===== src/rtl/snake_body_if.sv =====
// Bus bundle between the snake body streamer (slave) and the game logic / renderer side (master).
`ifndef SNAKE_LENGTH_BIT
`define SNAKE_LENGTH_BIT 5
`endif

interface snake_body_if #(
    parameter int LENGTH_BIT = `SNAKE_LENGTH_BIT
);
    logic                  move_tick;
    logic                  grow;
    logic [6:0]            snake_head_x;
    logic [6:0]            snake_head_y;
    logic                  frame_start;
    logic [6:0]            snake_body_x;
    logic [6:0]            snake_body_y;
    logic                  en_snake_body;
    logic [LENGTH_BIT-1:0] snake_length;
    logic                  self_collision;

    modport master (
        output move_tick, grow, snake_head_x, snake_head_y, frame_start,
        input  snake_body_x, snake_body_y, en_snake_body, snake_length, self_collision
    );

    modport slave (
        input  move_tick, grow, snake_head_x, snake_head_y, frame_start,
        output snake_body_x, snake_body_y, en_snake_body, snake_length, self_collision
    );
endinterface


===== src/rtl/snake_body_streamer.sv =====
// Snake body segment store: shifts on move ticks, streams one segment per clock each frame.
// Optional head-vs-body check enabled by defining SNAKE_SELF_COLLISION_EN.
`ifndef SNAKE_LENGTH_MAX
`define SNAKE_LENGTH_MAX 16
`endif
`ifndef SNAKE_LENGTH_BIT
`define SNAKE_LENGTH_BIT 5
`endif

// state | meaning
// IDLE  | waiting; moves are applied here, frame requests start a stream
// SEND  | streaming seg[0..L-1], one segment per clock, en_snake_body high
module snake_body_streamer #(
    parameter int LENGTH_MAX  = `SNAKE_LENGTH_MAX,
    parameter int LENGTH_BIT  = `SNAKE_LENGTH_BIT,
    parameter int INIT_LENGTH = 3,
    parameter int INIT_X      = 20,
    parameter int INIT_Y      = 40
) (
    input  logic         clock_25,
    input  logic         reset,
    snake_body_if.slave  bus
);
    localparam int IDX_W = (LENGTH_MAX > 1) ? $clog2(LENGTH_MAX) : 1;
    localparam logic [LENGTH_BIT-1:0] LEN_MAX_V  = LENGTH_BIT'(LENGTH_MAX);
    localparam logic [LENGTH_BIT-1:0] LEN_INIT_V = LENGTH_BIT'(INIT_LENGTH);

    typedef enum logic {IDLE, SEND} state_t;
    state_t state, state_nxt;

    logic [6:0]            seg_x [LENGTH_MAX];
    logic [6:0]            seg_y [LENGTH_MAX];
    logic [6:0]            head_x, head_y;
    logic [LENGTH_BIT-1:0] len_q, send_len, k;
    logic                  move_pend, pend_grow, frame_pend;
    logic [6:0]            pend_x, pend_y;
    logic [6:0]            body_x, body_y;
    logic                  en_q;

    logic                  do_move, start_send, last_seg, mv_grow, grow_ok;
    logic [6:0]            mv_x, mv_y;

    always_ff @(posedge clock_25 or posedge reset) begin
        if (reset) state <= IDLE;
        else       state <= state_nxt;
    end

    // A fresh move_tick wins over a pending one.
    always_comb begin
        state_nxt  = state;
        do_move    = 1'b0;
        start_send = 1'b0;
        last_seg   = 1'b0;
        mv_grow    = bus.move_tick ? bus.grow         : pend_grow;
        mv_x       = bus.move_tick ? bus.snake_head_x : pend_x;
        mv_y       = bus.move_tick ? bus.snake_head_y : pend_y;
        grow_ok    = mv_grow && (len_q < LEN_MAX_V);
        case (state)
            IDLE: begin
                do_move = bus.move_tick | move_pend;
                if (!do_move && (bus.frame_start | frame_pend)) begin
                    start_send = 1'b1;
                    state_nxt  = SEND;
                end
            end
            SEND: begin
                last_seg = (k == send_len);
                if (last_seg) state_nxt = IDLE;
            end
            default: state_nxt = IDLE;
        endcase
    end

    always_ff @(posedge clock_25 or posedge reset) begin
        if (reset) begin
            for (int i = 0; i < LENGTH_MAX; i++) begin
                seg_x[i] <= (i < INIT_LENGTH) ? 7'(INIT_X - 1 - i) : 7'd0;
                seg_y[i] <= (i < INIT_LENGTH) ? 7'(INIT_Y) : 7'd0;
            end
            head_x     <= 7'(INIT_X);
            head_y     <= 7'(INIT_Y);
            len_q      <= LEN_INIT_V;
            send_len   <= '0;
            k          <= '0;
            move_pend  <= 1'b0;
            pend_grow  <= 1'b0;
            pend_x     <= 7'd0;
            pend_y     <= 7'd0;
            frame_pend <= 1'b0;
            body_x     <= 7'd0;
            body_y     <= 7'd0;
            en_q       <= 1'b0;
        end else begin
            if (do_move) begin
                for (int i = 1; i < LENGTH_MAX; i++) begin
                    seg_x[i] <= seg_x[i-1];
                    seg_y[i] <= seg_y[i-1];
                end
                seg_x[0]   <= head_x;
                seg_y[0]   <= head_y;
                head_x     <= mv_x;
                head_y     <= mv_y;
                if (grow_ok) len_q <= len_q + 1'b1;
                move_pend  <= 1'b0;
                frame_pend <= bus.frame_start | frame_pend;
            end else if (state == SEND && bus.move_tick) begin
                move_pend <= 1'b1;
                pend_grow <= bus.grow;
                pend_x    <= bus.snake_head_x;
                pend_y    <= bus.snake_head_y;
            end
            if (start_send) begin
                send_len   <= len_q;
                k          <= LENGTH_BIT'(1);
                body_x     <= seg_x[0];
                body_y     <= seg_y[0];
                en_q       <= 1'b1;
                frame_pend <= 1'b0;
            end else if (state == SEND) begin
                if (last_seg) begin
                    en_q <= 1'b0;
                end else begin
                    body_x <= seg_x[k[IDX_W-1:0]];
                    body_y <= seg_y[k[IDX_W-1:0]];
                    k      <= k + 1'b1;
                end
            end
        end
    end

    assign bus.snake_body_x  = body_x;
    assign bus.snake_body_y  = body_y;
    assign bus.en_snake_body = en_q;
    assign bus.snake_length  = len_q;

`ifdef SNAKE_SELF_COLLISION_EN
    logic                  hit, coll_q;
    logic [LENGTH_BIT-1:0] m_cnt;

    // Without growth the tail block is vacated by this move, so it is excluded.
    always_comb begin
        m_cnt = grow_ok ? len_q : len_q - 1'b1;
        hit   = 1'b0;
        for (int i = 0; i < LENGTH_MAX; i++) begin
            if ((i < int'(m_cnt)) && (seg_x[i] == mv_x) && (seg_y[i] == mv_y)) hit = 1'b1;
        end
    end

    always_ff @(posedge clock_25 or posedge reset) begin
        if (reset)                coll_q <= 1'b0;
        else if (do_move && hit)  coll_q <= 1'b1;
    end

    assign bus.self_collision = coll_q;
`else
    assign bus.self_collision = 1'b0;
`endif
endmodule


===== src/flat_wrapper.sv =====
// flat-port wrapper written by rule: the top's interface ports become plain ports
module snake_body_streamer_flat 
#(
    parameter int LENGTH_MAX  = `SNAKE_LENGTH_MAX,
    parameter int LENGTH_BIT  = `SNAKE_LENGTH_BIT,
    parameter int INIT_LENGTH = 3,
    parameter int INIT_X      = 20,
    parameter int INIT_Y      = 40
)
  (clock_25, reset, bus_move_tick, bus_grow, bus_snake_head_x, bus_snake_head_y, bus_frame_start, bus_snake_body_x, bus_snake_body_y, bus_en_snake_body, bus_snake_length, bus_self_collision);
  snake_body_if #(.LENGTH_BIT(LENGTH_BIT)) bus_i ();
  input  logic clock_25;
  input  logic reset;
  input wire logic [$bits(bus_i.move_tick)-1:0] bus_move_tick;
  input wire logic [$bits(bus_i.grow)-1:0] bus_grow;
  input wire logic [$bits(bus_i.snake_head_x)-1:0] bus_snake_head_x;
  input wire logic [$bits(bus_i.snake_head_y)-1:0] bus_snake_head_y;
  input wire logic [$bits(bus_i.frame_start)-1:0] bus_frame_start;
  output wire logic [$bits(bus_i.snake_body_x)-1:0] bus_snake_body_x;
  output wire logic [$bits(bus_i.snake_body_y)-1:0] bus_snake_body_y;
  output wire logic [$bits(bus_i.en_snake_body)-1:0] bus_en_snake_body;
  output wire logic [$bits(bus_i.snake_length)-1:0] bus_snake_length;
  output wire logic [$bits(bus_i.self_collision)-1:0] bus_self_collision;
  assign bus_i.move_tick = bus_move_tick;
  assign bus_i.grow = bus_grow;
  assign bus_i.snake_head_x = bus_snake_head_x;
  assign bus_i.snake_head_y = bus_snake_head_y;
  assign bus_i.frame_start = bus_frame_start;
  assign bus_snake_body_x = bus_i.snake_body_x;
  assign bus_snake_body_y = bus_i.snake_body_y;
  assign bus_en_snake_body = bus_i.en_snake_body;
  assign bus_snake_length = bus_i.snake_length;
  assign bus_self_collision = bus_i.self_collision;
  snake_body_streamer #(.LENGTH_MAX(LENGTH_MAX), .LENGTH_BIT(LENGTH_BIT), .INIT_LENGTH(INIT_LENGTH), .INIT_X(INIT_X), .INIT_Y(INIT_Y)) u_core (.clock_25(clock_25), .reset(reset), .bus(bus_i));
endmodule

===== config.mk =====
export PLATFORM = sky130hd
export DESIGN_NAME = snake_body_streamer_flat
export DESIGN_NICKNAME = d
export VERILOG_FILES = /design/src/rtl/snake_body_if.sv /design/src/rtl/snake_body_streamer.sv /design/src/flat_wrapper.sv
export SDC_FILE = /design/constraint.sdc
export NUM_CORES = 1
export LEC_CHECK = 0
export ABC_AREA = 0
export BUFFER_PORTS_ARGS = -buffer_cell sky130_fd_sc_hd__buf_2
export CAP_MARGIN = 30
export CORE_MARGIN = 4
export CORE_UTILIZATION = 45
export DETAILED_ROUTE_END_ITERATION = 10
export GPL_ROUTABILITY_DRIVEN = 0
export SLEW_MARGIN = 25
export SYNTH_ARGS = -nofsm -noshare
export SYNTH_HDL_FRONTEND = slang
export SYNTH_SLANG_ARGS = --single-unit
export TNS_END_PERCENT = 20

===== constraint.sdc =====
create_clock -name clock_25 -period 19 [get_ports clock_25]
set_clock_uncertainty 0.2 [all_clocks]
set_input_delay 3.8 -clock clock_25 [delete_from_list [all_inputs] [get_ports clock_25]]
set_output_delay 3.8 -clock clock_25 [all_outputs]
set_load 0.005 [all_outputs]

== Word level (Yosys, flattened, before mapping) ==
Cells that the tools add are included.

* Flip-flop bits (word level): 286

* Bitwise gates (word level): 5
* Reduce and logical (&&, ||, !) cells: 12
* Add/subtract/negate cells: 2
* Mux-type cells: 31
* Equal/unequal tests: 2
* $lt $le $gt $ge: 2

{| class="wikitable"
|+ Operators with widths
! cell !! count
|-
| 2-to-1 mux 7 bit || 12
|-
| binary-select mux 7 bit (select 4 bit) || 2
|-
| 2-to-1 mux 5 bit || 3
|-
| 2-to-1 mux 1 bit || 13
|-
| adder 5 x 1 -> 5 bit (second input constant) || 2
|-
| AND reduction 2 bit || 4
|-
| nonzero test 2 bit || 4
|-
| equality test 5 bit || 1
|-
| greater-or-equal comparator 5 bit (second input constant) || 1
|-
| less-than comparator 5 bit (second input constant) || 1
|-
| inverter 4 -> 5 bit || 1
|-
| logical AND 1 bit || 3
|-
| inequality test 2 x 1 -> 1 bit (second input constant) || 1
|-
| inverter 1 bit || 2
|-
| OR 1 bit || 2
|-
| one-hot mux 1 bit (2 select lines) || 1
|-
| zero test 1 bit || 1
|}

== Depth between registers and ports, before layout ==
* Depth in word-level cells: 7
* Depth in mapped cells: 9
* Depth with buffers taken out: 5

== Worst setup path before layout ==
OpenSTA, ideal clock, no wires.

* Path type: input -> register
* Start point: input bus_move_tick
* End point: register u_core.k[2]
* Arrival time: 4.965 ns
* Path slack: 13.701 ns
* Buffers on the path: 2
* Required time: 18.667 ns
* Cell stages on the path: 6
* Path through: or3_1 > or2_2 > clkbuf_1 > clkbuf_1 > o211ai_1 > o31ai_1

* Cells in the longest elaborated chain, start to end: 7
* Elaborated cells on any way between the ends: 9
* Those cells by class: eq/ne (1); mux (3); bitwise (1); reduce/logical (4)

{| class="wikitable"
|+ RTL lines
! item !! line !! RTL
|-
| from (decl) || flat_wrapper.sv:14 || <nowiki>input wire logic [$bits(bus_i.move_tick)-1:0] bus_move_tick;</nowiki>
|-
| OR 1 bit * || snake_body_streamer.sv:60 || <nowiki>do_move = bus.move_tick | move_pend;</nowiki>
|-
| zero test 1 bit * || snake_body_streamer.sv:61 || <nowiki>if (!do_move && (bus.frame_start | frame_pend)) begin</nowiki>
|-
| logical AND 1 bit * || snake_body_streamer.sv:61 ||
|-
| 2-to-1 mux 1 bit * || snake_body_streamer.sv:61 ||
|-
| 2-to-1 mux 1 bit * || snake_body_streamer.sv:58 || <nowiki>case (state)</nowiki>
|-
| inequality test 2 x 1 -> 1 bit (no source line) or nonzero test 2 bit (tied branches) || n/a ||
|-
| AND reduction 2 bit (no source line) || n/a ||
|-
| to (signal assigned) || snake_body_streamer.sv:125 || <nowiki>k <= k + 1'b1;</nowiki>
|-
| to (decl) || snake_body_streamer.sv:34 || <nowiki>logic [LENGTH_BIT-1:0] len_q, send_len, k;</nowiki>
|}

Every way passes the cells marked *; elsewhere a longest branch is shown, timed or not.
A chain may end at the register's enable or synchronous reset.

==> flow_summary.yaml <==
status:
  status: "complete, no violations"
route:
  wire_per_inst_um: 16.1
  drc: 0
  vias: 8962
  drt_iter0_drc: 704
  dr.pass1.iters: 4
  via_per_inst: 5.13
  antenna_left: 0
  wl_mm: 28.1
synthesis:
  synthCells: 1350
  synth_area_um2: 12900
  yosysWarnings: 0
  synth_edf_count: 0
  synthArstFlopShare_pct: 100
  yosysTopAreaCell: "dfrtp_1"
  ys_ff_latch: 286
  synthTopCellsByArea: "dfrtp_1 (52%), nand2_1 (21%), mux4_2 (6.6%), mux2i_1 (4.5%), dfstp_2 (3.9%)"
  ys_seq_area_share_pct: 55.6
  avgSynthCellArea_um2: 9.57
  synthFlopType: "dfrtp_1"
  syn_nets: 1371
  synth_cell_type_count: 43
  yosysTopAreaCellShare_pct: 51.7
global_routing:
  grt_usage_pct: 18.5
  grt_pass1_wl_mm: 47.6
  grt_pass1_vias: 8989
  grt_max_degree: 235
  antenna_found_initial: 0
  grt.overflow.total: 0
job:
  max_cap_viol_count: 0
floorplanning:
  num_rows: 61
  num_io_pins: 40
  die_area_um2: 31500
  fp.coreArea_um2: 28100
  start_util_pct: 46.0
  die-height_um: 177
  fp.dieW_um: 177
sta:
  setup_viol: 0
  fin_setup_tns_ps: 0
  fin_crit_sh_pct: 29.7
  grt_setup_unrepaired: "no"
  relSlewSlack_pct: 25.0
  slew_violations: 0
  period_minus_slack_ps: 5640
  max_freq_mhz: 177
  worst_slew_pin_slew_ps: 1120
  hold_viol: 0
pwr:
  p_leak_nw: 7.41
  max-vdd-ir-drop_uv: 123
  power.switching_w: 0.000835
  clkPwrFrac_pct: 26.3
  netSwitchingFraction_pct: 36.2
  seq_power_share_pct: 42.7
  p_int_w: 0.00147
  power.density_nw_per_um2: 160
  combPwrFrac_pct: 30.9
place:
  dp_hpwl_mm: 16.0
  placedInstanceArea_um2: 13300
  portBuffers: 38
worst_setup_path:
  cp.required_ps: 19470
  cpPeakStageDelay_ps: 740
  path_cells: "buf_2 -> inv_8 -> buf_4 -> buf_4 -> buf_12"
  cp.arrival_ps: 6110
  critical_path.max_fanout: 108
  critical_path_buf_inv_count: 5
  crit_type: "input port to async pin"
  timing.critical_path.mode_cell: "buf_4"
  cp_slowest_cell: "buf_4"
  cp_top_family: "buffers and inverters"
  cp-start-kind: "input port"
  endpoint_kind: "async pin"
clock_tree:
  post_cts_buffers: 0
  cts_inserted_buffers: 31
  cts_tree: "yes"
  clockBufferDepth: 3
  cts_sinks: 286
  cts_root_buf: "clkbuf_16"
  clk_pin_slew_ps: 60
  cts_resized: 0
  clk_latency_ps: 550
  hold_buffers: 0
  cts.htree.levels: 1
finish:
  seq_area_um2: 7190
  final_common_cell: "nand2_1"
  diodes: 0
  final_cell_mix: "nand2_1 (708), dfrtp_1 (265), mux2i_1 (58)"
  design_area_um2: 14400
  areaGrowthSynthToFinish_pct: 11.2
  fin_nets: 1368
  nFillCells: 2661
  final_layout_size_suffix_gt1_share_pct: 14.4
  multi_input_area_um2: 5340
min_path:
  hp-class: "register to register"
[worst paths after layout]
| check | startpoint | end | slack [ps] | cells past startpoint |
|---|---|---|---|---|
| worst max-delay path | reset | u_core.seg_y[110]$_DFFE_PP1P_ | 13360 | 5 |
| worst min-delay path | u_core.head_x[4]$_DFFE_PP1P_ | u_core.seg_x[109]$_DFFE_PP1P_ | 260 | 2 |
| worst max register to register | u_core.k[0]$_DFFE_PP0P_ | u_core.bus.snake_body_y[2]$_DFFE_PP0P_ | 15750 | 6 |
| worst min register to register | u_core.head_x[4]$_DFFE_PP1P_ | u_core.seg_x[109]$_DFFE_PP1P_ | 260 | 2 |
| max in group clock_25 | bus_move_tick | u_core.seg_y[16]$_DFFE_PP0P_ | 13570 | 5 |
| min in group asynchronous | reset | u_core.seg_x[69]$_DFFE_PP0P_ | 3140 | 2 |
[tightest hold or removal path: stages, from the launching register on]
cell and delay [ps]:
dfstp_2 370, nand2_1 50, nand2_1 50
[metal layers]
metal	share of wire (%)	GRT usage (%)	vias up
li1	-	-	4375
met1	46	26.6	4407
met2	48	30.5	139
met3	3.6	2.15	41
met4	1.9	3.80	0
met5	0	0	-
[power groups by stage]
stage | Clock, W | Sequential [W] | Combinational, W
floorplan | 0 | 0.000908 | 0.000614
global placement | 0 | 0.000990 | 0.000709
detailed placement | 0 | 0.000995 | 0.000723
CTS | 0.000621 | 0.000987 | 0.000725
global route | 0.000646 | 0.00101 | 0.000805
finish | 0.000607 | 0.000984 | 0.000712
[cell usage after synthesis, types with 7 or more instances]
| library cell | number |
|---|---|
| nand2_1 | 708 |
| dfrtp_1 | 267 |
| mux2i_1 | 58 |
| clkbuf_1 | 50 |
| nor2_1 | 47 |
| mux4_2 | 38 |
| buf_2 | 25 |
| mux2_2 | 21 |
| dfstp_2 | 19 |
| o31ai_1 | 16 |
| a21oi_1 | 15 |
| o22ai_1 | 15 |
| a2111oi_2 | 13 |
| xnor2_1 | 7 |
[state kept, by name (all words and copies together), names as in the netlist]
| signal | flops |
|---|---|
| u_core.bus.en_snake_body | 1 |
| u_core.bus.snake_body_x | 7 |
| u_core.bus.snake_body_y | 7 |
| u_core.bus.snake_length | 5 |
| u_core.frame_pend | 1 |
| u_core.head_x | 7 |
| u_core.head_y | 7 |
| u_core.k | 5 |
| u_core.move_pend | 1 |
| u_core.pend_grow | 1 |
| u_core.pend_x | 7 |
| u_core.pend_y | 7 |
| u_core.seg_x | 112 |
| u_core.seg_y | 112 |
| u_core.send_len | 5 |
| u_core.state | 1 |
[through the flow]
step                setup slack (ps)  total power, W  hold slack [ps]  util (%)  std cells
finish                         13360         0.00230              259      51.2       1748
global placement               12430         0.00170              249      47.4       1691
global route                   12990         0.00246              285      51.2       1748
floorplan                       7140         0.00152              235         -       1350
CTS                            12990         0.00233              267      51.1       1747
detailed placement             12400         0.00172              258      47.4       1691
[area by class of cell]
type | instances | share of cell area, %
sequential | 286 | 50.0
clock inverter | 8 | 0.818
clock buffer | 48 | 6.33
multi-input combinational | 973 | 37.2
inverter | 5 | 0.183
timing repair buffer | 50 | 2.21
tap | 378 | 3.29
[logic make-up (layout without fill, tap and decap cells)]
group                      count (synthesis)  after routing  synth area share, %
adders and majority gates                  2              2                0.194
muxes                                    118            118                 13.1
xor gates and xnor gates                   8              8                0.542
AOI/OAI and AO/OA                         74             74                 4.57
and+or+nand+nor                          770            770                 22.6
buffers and inverters                     91            111                 3.34
DFF                                      286            286                 55.6
other                                      1              1               0.0290
No activity file was read; power rests on OpenSTA's default activity.
